[config.mk]
export PLATFORM = sky130hd
export DESIGN_NAME = sdram_burst_sched
export DESIGN_NICKNAME = d
export VERILOG_FILES = /design/src/rtl/sdram_burst_sched.sv
export SDC_FILE = /design/constraint.sdc
export NUM_CORES = 1
export LEC_CHECK = 0
export CORE_ASPECT_RATIO = 2
export CORE_UTILIZATION = 39
export DETAILED_ROUTE_END_ITERATION = 8
export GPL_ROUTABILITY_DRIVEN = 1
export PLACE_DENSITY = 0.71
export SYNTH_ARGS = -nofsm -noshare
export SYNTH_HDL_FRONTEND = slang
export SYNTH_SLANG_ARGS = --single-unit
[constraint.sdc]
create_clock -name sysclk_100M -period 2.2 [get_ports sysclk_100M]
set_input_delay 0.66 -clock sysclk_100M [delete_from_list [all_inputs] [get_ports sysclk_100M]]
set_output_delay 0.66 -clock sysclk_100M [all_outputs]
set_load 0.05 [all_outputs]
[src/rtl/sdram_burst_sched.sv]
// Burst scheduler: manages an SDRAM region as a circular buffer and issues write/read burst requests.
// Latency: req rises one cycle after the IDLE decision; pointers/level update the cycle after done.
// Backpressure: req held until ack; no new burst until done, then at least one IDLE cycle.
module sdram_burst_sched #(
  parameter int ADDR_W       = 24,
  parameter int CNT_W        = 10,
  parameter int BURST_LEN    = 256,
  parameter int REGION_WORDS = 1048576,
  parameter int BASE_ADDR    = 0,
  parameter int W_THRESH     = 256,
  parameter int R_THRESH     = 256,
  parameter int PRIO_MODE    = 0,
  localparam int PTR_W       = $clog2(REGION_WORDS),
  localparam int LVL_W       = PTR_W + 1
) (
  input  logic              sysclk_100M,
  input  logic              rst_n,
  input  logic [CNT_W-1:0]  w_data_count,
  input  logic [CNT_W-1:0]  r_data_count,
  output logic              wr_req,
  output logic [ADDR_W-1:0] wr_addr,
  input  logic              wr_ack,
  input  logic              wr_done,
  output logic              rd_req,
  output logic [ADDR_W-1:0] rd_addr,
  input  logic              rd_ack,
  input  logic              rd_done,
  input  logic              flush,
  output logic [LVL_W-1:0]  level,
  output logic              sd_full,
  output logic              sd_empty
);

  typedef enum logic [2:0] {IDLE, WR_REQ, WR_BUSY, RD_REQ, RD_BUSY} state_t;

  localparam logic [PTR_W-1:0]  STEP     = PTR_W'(BURST_LEN);
  localparam logic [LVL_W-1:0]  LVL_STEP = LVL_W'(BURST_LEN);
  localparam logic [LVL_W-1:0]  FULL_TH  = LVL_W'(REGION_WORDS - BURST_LEN);
  localparam logic [ADDR_W-1:0] BASE     = ADDR_W'(BASE_ADDR);
  localparam logic [31:0]       W_TH     = 32'(W_THRESH);
  localparam logic [31:0]       R_TH     = 32'(R_THRESH);

  state_t           state, state_nxt;
  logic [PTR_W-1:0] wptr, rptr;
  logic [PTR_W-1:0] wptr_inc, rptr_inc;
  logic             last_wr;     // 1 = last served burst was a write
  logic             flush_pend;
  logic             we, re;
  logic             wr_fin, rd_fin, flush_clr;

  assign sd_full  = (level > FULL_TH);
  assign sd_empty = (level < LVL_STEP);
  assign we       = (32'(w_data_count) >= W_TH) && !sd_full;
  assign re       = (32'(r_data_count) < R_TH) && !sd_empty;
  // Pointer arithmetic wraps naturally in PTR_W bits (region is a power of two).
  assign wptr_inc = wptr + STEP;
  assign rptr_inc = rptr + STEP;

  // State register
  always_ff @(posedge sysclk_100M or negedge rst_n) begin
    if (!rst_n) state <= IDLE;
    else        state <= state_nxt;
  end

  // Next-state decision; a pending flush holds IDLE for the clearing cycle
  always_comb begin
    state_nxt = state;
    case (state)
      IDLE: begin
        if (!flush_pend) begin
          if (we && re)  state_nxt = ((PRIO_MODE != 0) || !last_wr) ? WR_REQ : RD_REQ;
          else if (we)   state_nxt = WR_REQ;
          else if (re)   state_nxt = RD_REQ;
        end
      end
      WR_REQ:  if (wr_ack)  state_nxt = WR_BUSY;
      WR_BUSY: if (wr_done) state_nxt = IDLE;
      RD_REQ:  if (rd_ack)  state_nxt = RD_BUSY;
      RD_BUSY: if (rd_done) state_nxt = IDLE;
      default: state_nxt = IDLE;
    endcase
  end

  // Outputs and datapath strobes decoded from the registered state
  always_comb begin
    wr_req    = (state == WR_REQ);
    rd_req    = (state == RD_REQ);
    wr_fin    = (state == WR_BUSY) && wr_done;
    rd_fin    = (state == RD_BUSY) && rd_done;
    flush_clr = (state == IDLE) && flush_pend;
  end

  // Pointers, addresses, level, arbitration history and deferred flush
  always_ff @(posedge sysclk_100M or negedge rst_n) begin
    if (!rst_n) begin
      wptr       <= '0;
      rptr       <= '0;
      wr_addr    <= BASE;
      rd_addr    <= BASE;
      level      <= '0;
      last_wr    <= 1'b0;
      flush_pend <= 1'b0;
    end else begin
      if (flush_clr) begin
        wptr    <= '0;
        rptr    <= '0;
        wr_addr <= BASE;
        rd_addr <= BASE;
        level   <= '0;
      end else if (wr_fin) begin
        wptr    <= wptr_inc;
        wr_addr <= BASE + ADDR_W'(wptr_inc);
        level   <= level + LVL_STEP;
        last_wr <= 1'b1;
      end else if (rd_fin) begin
        rptr    <= rptr_inc;
        rd_addr <= BASE + ADDR_W'(rptr_inc);
        level   <= level - LVL_STEP;
        last_wr <= 1'b0;
      end
      // A new flush pulse wins over the clear of an older one.
      flush_pend <= flush | (flush_pend & ~flush_clr);
    end
  end

endmodule

== Word level (Yosys, flattened, before mapping) ==
Cells that the tools add are included.
Word-level totals
  bits in registers: 114
  bits in latches: 0
  bits in writable memories: 0
  bits in read-only memories: 0
  bits of input ports: 27
  output and inout bits: 73
  logic and storage cells: 71
  memories: 0
Cells by class
  add/sub/neg operators: 4
  $mul: 0
  divide/modulo/power cells: 0
  $lt $le $gt $ge: 4
  equality and inequality tests: 11
  shift-type cells: 0
  mux-type cells: 25
  bitwise operators: 3
  reductions and logical operators: 16
Operators with widths (number)
  $mux 24: 5
  $mux 20: 5
  $mux 21: 3
  $add 20x9->20 const B: 2
  $mux 3: 8
  $add 21x9->21 const B: 1
  $gt 21x20->1 const B: 1
  $lt 21x9->1 const B: 1
  $sub 21x9->21 const B: 1
  $pmux 3 s5: 1
  $ge 10x9->1 const B: 1
  $lt 10x9->1 const B: 1
  $eq 3x2->1 const B: 2
  $logic_and 1x1->1: 6
  $ne 2x1->1 const B: 3
  $ne 2x2->1 const B: 3
  $reduce_and 6->1: 1
  $reduce_bool 2->1: 3
  $ne 4x4->1 const B: 1
  $reduce_and 2->1: 2
  $eq 3x1->1 const B: 1
  $eq 3x3->1 const B: 1
  $logic_not 3->1: 1
  $reduce_bool 3->1: 1
  other kinds (6): 8

== Depth between registers and ports, before layout ==
Gate-level depths: netlist of run 1.
  depth in word-level cells: 8
  gate-level depth with buffers: 7
  mapped depth without buffers: 6

== Worst setup path before layout of run 1 ==
OpenSTA, ideal clock, no wires.
  kind: reg2out
  start: reg level[13]
  end: out sd_empty
  arrival: 2.806 ns
  data required time: 1.540 ns
  slack: -1.266 ns
  cell stages (with the launch flop): 5
  path buffers: 1
  cells stage by stage: dfrtp_1 buf_2 nor4_2 nand2_1 nor4_1
Between the ends
  word-level cells in the longest chain between the ends: 1
RTL lines
  start: declaration: line 29  | output logic [LVL_W-1:0] level,
  start signal: assignment: line 113  | level <= level + LVL_STEP;
  start signal: assignment: line 118  | level <= level - LVL_STEP;
  $lt 21x9->1: line 52  | assign sd_empty = (level < LVL_STEP);
  end: declaration: line 31  | output logic sd_empty
No other way between the ends.

== Final worst setup path of run 1 ==
  start: reg level[11]
  end: out sd_full
Between the ends
  word-level cells in the longest chain between the ends: 1
RTL lines
  $gt 21x20->1: line 51  | assign sd_full = (level > FULL_TH);
  end: declaration: line 30  | output logic sd_full,
No other way between the ends.

==> results by group, run 1 <==
Critical path
  – CP endpoint kind: primary output
  – Worst EP arrival: 1.68 ns
  – R2r setup slk: 0.26 ns
  – CP required: 1.54 ns
  – Worst r2r src: level[14]$_DFFE_PN0P_
  – Worst R2R Path Depth: 6
  – Reg2reg end: level[19]$_DFFE_PN0P_
  – Critical path fanouts, max: 11
  – Crit Path Category: flip-flop to primary output
  – CP Launch Type: flip-flop

Timing
  – Slew at the pin closest to its max-slew limit: 0.5131 ns
  – Layout Skew: 0.007815 ns
  – Fin crit share: 1.063
  – Hold_ws: 0.3456 ns
  – RSZ-0062 raised after global routing: yes
  – Final setup viols: 2
  – Final Max Tran Viols: 0
  – Slew headroom: 0.6535
  – Post-route worst setup slack: -0.1376 ns
  – FMAX: 0.4278 GHz
  – Final Hold Fails: 0
  – Final min period: 2.338 ns

Detailed routing
  – Final ANT Viol Nets: 0
  – Pre-antenna DRT Iters: 4
  – Final wirelength: 7099 um
  – Drc violations: 0
  – DRT iter0 DRCs: 73
  – Vias per cell: 5.420
  – Routed vias: 2515
  – Wire per inst: 15.30 um

Power and ir drop
  – PnR Total Power: 3588 uW
  – P per Cell Area: 982.5 mW/mm^2
  – Pleak: 0.001665 uW
  – VDD IR max: 0.0005485 V

Synthesis
  – Synthesized area: 0.002758 mm^2
  – Mean Syn Cell Area: 9.101 um^2
  – Largest family of logic cells by synthesized area: simple AND/OR/NAND/NOR gates
  – Simple-gate share of the synthesized area: 0.2677
  – Post-synth top flop: dfrtp_1
  – Proportion of synthesized area in mux cells: 0.02541
  – YS warnings: 0
  – Ys async rst share: 1.000
  – Xor and xnor area share after synthesis: 0.04764
  – Sequential area share after synthesis: 0.3993
  – Synth Area in Adders: 0.01815
  – Synth unique cells: 52
  – Synth Area in Compound Gates: 0.1202
  – EDFF count, synth: 0
  – #FFs+latches synth: 44
  – Post-Syn Instances: 303

Run status
  – Status: complete, but fails checks
  – Violated checks: setup timing

Place
  – DP Cell Count: 456
  – Pre-CTS WS: -0.1908 ns
  – Buffers on Ports: 67
  – Routability cong.: 0.9068
  – DP Wirelength: 5301 um
  – Placed inst area: 0.003468 mm^2

Floorplanning
  – DIE WIDTH: 61.46 um
  – Ports: 100
  – Die height: 120.9 um
  – Core area: 0.006887 mm^2
  – Cell Rows: 43
  – Die ar.: 0.007432 mm^2
  – Initial core utilization: 0.4004

Global route
  – Pin count of the biggest net entering global routing: 25
  – Vias in the first global route: 2288
  – First-pass GRT wire length: 11060 um
  – Initial antenna violation count: 0
  – Grt total ovfl: 0
  – Total GRT Usage: 0.2019

Layout
  – Cell Count, Final, Fillers Out: 464
  – Fraction of layout cells with a size suffix above 1: 0.3021
  – Final Cell Area: 0.003652 mm^2
  – Fin nets: 404
  – Number of diodes: 0
  – Area grow syn2layout: 32.44%
  – Fill count: 675

Clock network
  – # H-tree levels: 2
  – Clk buf depth: 2
  – Clock sinks: 44
  – CTS clk-pin slew, worst paths: 0.06 ns
  – Worst-skew pair later-pin latency: 0.29 ns
  – CTS tree: done
  – Clock root cell: clkbuf_16
  – Num CTS Buffers: 5

Worst hold path
  – Hold/Removal Path Class: primary input to asynchronous set/reset pin

Flow run
  – Max Cap Viol: 0
## metal layers
layer,part of all wire,vias to the layer above,track usage
li1,-,1196,-
met1,0.36,1224,0.2282
met2,0.56,77,0.3404
met3,0.037,18,0.03198
met4,0.042,0,0.1208
met5,0,-,0
## worst max path at each step
| stage | startpoint | cells past startpoint | endpoint | slack [ns] |
|---|---|---|---|---|
| floorplan | level[13]$_DFFE_PN0P_ | 4 | sd_empty | -0.27 |
| global placement | rd_done | 6 | level[16]$_DFFE_PN0P_ | -0.18 |
| detailed placement | rd_done | 6 | level[16]$_DFFE_PN0P_ | -0.19 |
| CTS | level[8]$_DFFE_PN0P_ | 5 | sd_full | -0.16 |
| global route | level[8]$_DFFE_PN0P_ | 5 | sd_full | -0.25 |
| finish | level[11]$_DFFE_PN0P_ | 5 | sd_full | -0.14 |
## sequential cells by signal (all words and copies together), names as in the netlist
signal      cells
flush_pend      1
rd_addr         2
level          13
wptr           11
wr_addr         2
last_wr         1
state           3
rptr           11
## report_power, final
group	internal, uW	switching [uW]
combinational	677	1080
sequential	910	182
clock	423	314
total	2010	1580
## logic make-up (layout without fill, tap and decap cells)
family / Yosys count / count (layout)
XOR/XNOR: 15 / 15
other: 1 / 16
AND/OR/NAND/NOR: 134 / 134
AO/OA/AOI/OAI: 46 / 46
flip-flops: 44 / 44
multiplexers: 7 / 7
buffers and inverters: 52 / 108
adder cells (fa/ha/maj): 4 / 4
## cell usage in the layout (no fill, tap or decap), types with 8 or more instances in the layout
cell type / Yosys / layout
a21oi_1: 8 / 8
buf_4: 30 / 77
clkdlybuf4s50_1: 0 / 12
conb_1: 1 / 16
dfrtp_1: 44 / 37
nand2_1: 32 / 31
nand3_1: 10 / 10
nand4_1: 17 / 17
nor2_1: 22 / 22
nor3_1: 9 / 9
o21ai_0: 10 / 10
xnor2_1: 8 / 8
## synthesized netlist by cell type, types with 3 or more instances
master / instances / area [um^2]
a211o_1: 3 / 26.28
a21oi_1: 8 / 40.04
and3_1: 7 / 43.79
buf_2: 7 / 35.03
buf_4: 30 / 225.2
clkbuf_1: 6 / 22.52
dfrtp_1: 44 / 1101
ha_1: 4 / 50.05
inv_1: 5 / 18.77
mux2i_1: 7 / 70.07
nand2_1: 32 / 120.1
nand2b_1: 3 / 18.77
nand3_1: 10 / 50.05
nand4_1: 17 / 106.4
nor2_1: 22 / 82.58
nor3_1: 9 / 45.04
nor3b_1: 3 / 22.52
nor4_1: 8 / 50.05
o21ai_0: 10 / 50.05
o21ai_1: 4 / 20.02
o41ai_1: 4 / 35.03
or3_1: 6 / 37.54
or4_1: 4 / 30.03
xnor2_1: 8 / 70.07
xor2_1: 7 / 61.31
## area by class of cell
type / count / area [um^2] / share of cell area
multi-input cells: 222 / 1463 / 0.4005
flip-flops and latches: 44 / 1110 / 0.3039
repair buffers: 95 / 803.3 / 0.2199
clock buffers: 6 / 128.9 / 0.03529
well taps: 90 / 112.6 / 0.03083
inverters: 5 / 18.77 / 0.005139
clock inverters: 2 / 16.27 / 0.004454
## worst max-delay path: stages, from the launching register on
cell and delay (ns):
dfrtp_2 0.39, buf_4 0.17, nand4_1 0.17, nor4_2 0.34
or2_4 0.18, buf_12 0.13
## metrics by stage
| stage | TNS (ns) | utilization |
|---|---|---|
| 4_1_cts | -0.2663 | 0.5263 |
| 6_report | -0.2357 | 0.5303 |
| 2_1_floorplan | -0.2655 | - |
| 5_1_grt | -0.3958 | 0.5303 |
| 3_3_place_gp | -1.649 | 0.5036 |
| 3_5_place_dp | -1.898 | 0.5036 |
## what timing repair did
item,CTS,global route
hold buffers,0,0
setup endpoints to repair,2,4
resized for setup,2,5
buffers inserted,0,0
No activity file was read; power rests on OpenSTA's default activity.
==> inputs of run 2 (changes only) <==
--- a/config.mk
+++ b/config.mk
@@ -9,6 +9,7 @@
 export CORE_UTILIZATION = 39
 export DETAILED_ROUTE_END_ITERATION = 8
 export GPL_ROUTABILITY_DRIVEN = 1
+export GPL_TIMING_DRIVEN = 0
 export PLACE_DENSITY = 0.71
 export SYNTH_ARGS = -nofsm -noshare
 export SYNTH_HDL_FRONTEND = slang
==> run 2 against run 1 <==
Effect of this change:
- the run still ends with setup timing left
- critical endpoint is now sd_empty
- critical path depth decreased by 1
- largest cell class unchanged
- clock power increased by 13%
- register-to-register slack got worse by 0.14 ns
- non-clock buffer count increased by 32
- largest power group unchanged
==> results by group, run 2 (same netlist as run 1, synthesis figures left out) <==
Layout
  – Most frequent cells in the layout: buf_4 (44), dlygate4sd2_1 (37), dfrtp_1 (35)
  – Biggest regs: level x13, rptr x11, wptr x11
  – Area grow syn2layout: 44.28%
  – Fin nets: 436
  – Number of diodes: 0
  – Fraction of layout cells with a size suffix above 1: 0.2438
  – Biggest register: level
  – Most frequent standard cell in the layout excluding fill and tap cells: buf_4
  – Fill count: 659
  – Max reg flops: 13

Timing
  – Final min period: 2.343 ns
  – Slew headroom: 0.6644
  – Layout Skew: 0.002738 ns
  – Final Hold Fails: 0
  – Fin crit share: 1.065
  – Hold_ws: 0.3151 ns
  – Final Max Tran Viols: 0
  – RSZ-0062 raised after global routing: yes
  – FMAX: 0.4268 GHz
  – Final setup viols: 2
  – Slew at the pin closest to its max-slew limit: 0.5026 ns
  – Post-route worst setup slack: -0.1429 ns

Clock network
  – Clk buf depth: 2
  – CTS tree: done
  – # H-tree levels: 2
  – Clock sinks: 44
  – Num CTS Buffers: 5
  – Clock root cell: clkbuf_16
  – Worst-skew pair later-pin latency: 0.29 ns
  – CTS clk-pin slew, worst paths: 0.06 ns

Floorplanning
  – Cell Rows: 43
  – Die ar.: 0.007432 mm^2
  – DIE WIDTH: 61.46 um
  – Ports: 100
  – Die height: 120.9 um
  – Initial core utilization: 0.4004
  – Core area: 0.006887 mm^2

Power and ir drop
  – Seq pwr share: 0.285
  – Net switching power: 1592 uW
  – Comb power frac: 0.488
  – Clock power share: 0.227
  – Pleak: 0.002039 uW
  – VDD IR max: 0.0005701 V
  – Sw frac: 0.4318
  – Pint: 2095 uW
  – P per Cell Area: 926.8 mW/mm^2

Detailed routing
  – Drc violations: 0
  – DRT iter0 DRCs: 109
  – Pre-antenna DRT Iters: 4
  – Met3 Wirelength: 254 um
  – Final wirelength: 7518 um
  – Routed vias: 2602
  – WL met1: 2846 um
  – Final ANT Viol Nets: 0
  – Met2 WL post-DR: 4215 um
  – DR top layer: met4
  – Vias per cell: 5.246
  – Wire per inst: 15.16 um

Critical path
  – CP endpoint kind: primary output
  – CP Launch Type: flip-flop
  – Worst EP arrival: 1.68 ns
  – Critical path fanouts, max: 3
  – Crit Path Category: flip-flop to primary output
  – CP required: 1.54 ns

Run status
  – Status: complete, but fails checks
  – Violated checks: setup timing

Place
  – Buffers on Ports: 67
  – DP Wirelength: 5445 um
  – Routability cong.: 0.8906
  – Pre-CTS WS: -0.7198 ns

Flow run
  – Max Cap Viol: 0

Global route
  – Pin count of the biggest net entering global routing: 28
  – Vias in the first global route: 2559
  – Initial antenna violation count: 0
  – First-pass GRT wire length: 12200 um
  – Total GRT Usage: 0.2190
  – Grt total ovfl: 0

Worst hold path
  – Hold/Removal Path Class: primary input to asynchronous set/reset pin
## run 2: cell count changes in the layout (fill, tap and decap cells not counted), sizes merged
| cell | before | now |
|---|---|---|
| buf | 83 | 57 |
| clkdlybuf4s50 | 12 | 17 |
| dlygate4sd2 | 0 | 37 |
| dlymetal6s2s | 0 | 6 |
| clkbuf | 6 | 15 |
| clkinvlp | 1 | 0 |
| clkdlybuf4s15 | 0 | 1 |
| bufinv | 0 | 1 |
## run 2: through the flow
stage                     cell area [um^2]    util  cells  total power, uW  setup TNS [ns]
final                                 3979  0.5778    496             3688         -0.2582
after global routing                  3979  0.5778    496             3885         -0.4348
after CTS                             3854  0.5596    491             3611         -0.4130
after detailed placement              3649  0.5298    476             2685          -6.379
after global placement                3633  0.5276    475             2652          -40.32
after floorplan                       2850       -    318             2193         -0.2655
## run 2: worst max-delay path, cell delays in order (launching register included)
cell and delay, ns:
dfrtp_2 0.44, buf_6 0.13, or3_4 0.41, nor4_4 0.23, buf_6 0.19
## run 2: final timing paths
path | startpoint | end | slack [ns] | depth (start not counted)
max in group asynchronous | rst_n | level[10]$_DFFE_PN0P_ | 1.37 | 2
worst max register to register | level[16]$_DFFE_PN0P_ | level[20]$_DFFE_PN0P_ | 0.12 | 6
worst min register to register | last_wr$_DFFE_PN0P_ | last_wr$_DFFE_PN0P_ | 0.49 | 2
worst min-delay path | rst_n | level[16]$_DFFE_PN0P_ | 0.32 | 1
worst max-delay path | level[8]$_DFFE_PN0P_ | sd_empty | -0.14 | 4
min in group sysclk_100M | last_wr$_DFFE_PN0P_ | last_wr$_DFFE_PN0P_ | 0.49 | 2
## run 2: final cells by class
class / instances / area [um^2] / area share
timing repair buffer: 80 / 744.5 / 0.1871
multi-input combinational: 222 / 1483 / 0.3726
sequential: 44 / 1112 / 0.2796
tap: 90 / 112.6 / 0.02830
buffer: 47 / 344.1 / 0.08648
clock inverter: 2 / 35.03 / 0.008805
inverter: 5 / 18.77 / 0.004717
clock buffer: 6 / 128.9 / 0.03239
## run 2: power groups by stage
stage	clock [uW]	combinational [uW]	sequential [uW]
after floorplan	0	972	1220
after global placement	0	1600	1050
after detailed placement	0	1630	1050
after CTS	857	1720	1040
after global routing	885	1930	1070
final	836	1800	1050
## run 2: what timing repair did
| item | in CTS | in global routing |
|---|---|---|
| pin swaps | 5 | 6 |
| endpoints found under the setup margin | 43 | 31 |
| hold buffers | 0 | 0 |
| gates resized for setup | 72 | 38 |
| setup buffers | 7 | 5 |
## run 2: per-layer routing
metal  GRT usage  up-vias
met5           0        -
met4      0.1042        0
met3     0.02985       17
met2      0.3913       73
met1      0.2414     1255
li1            -     1257
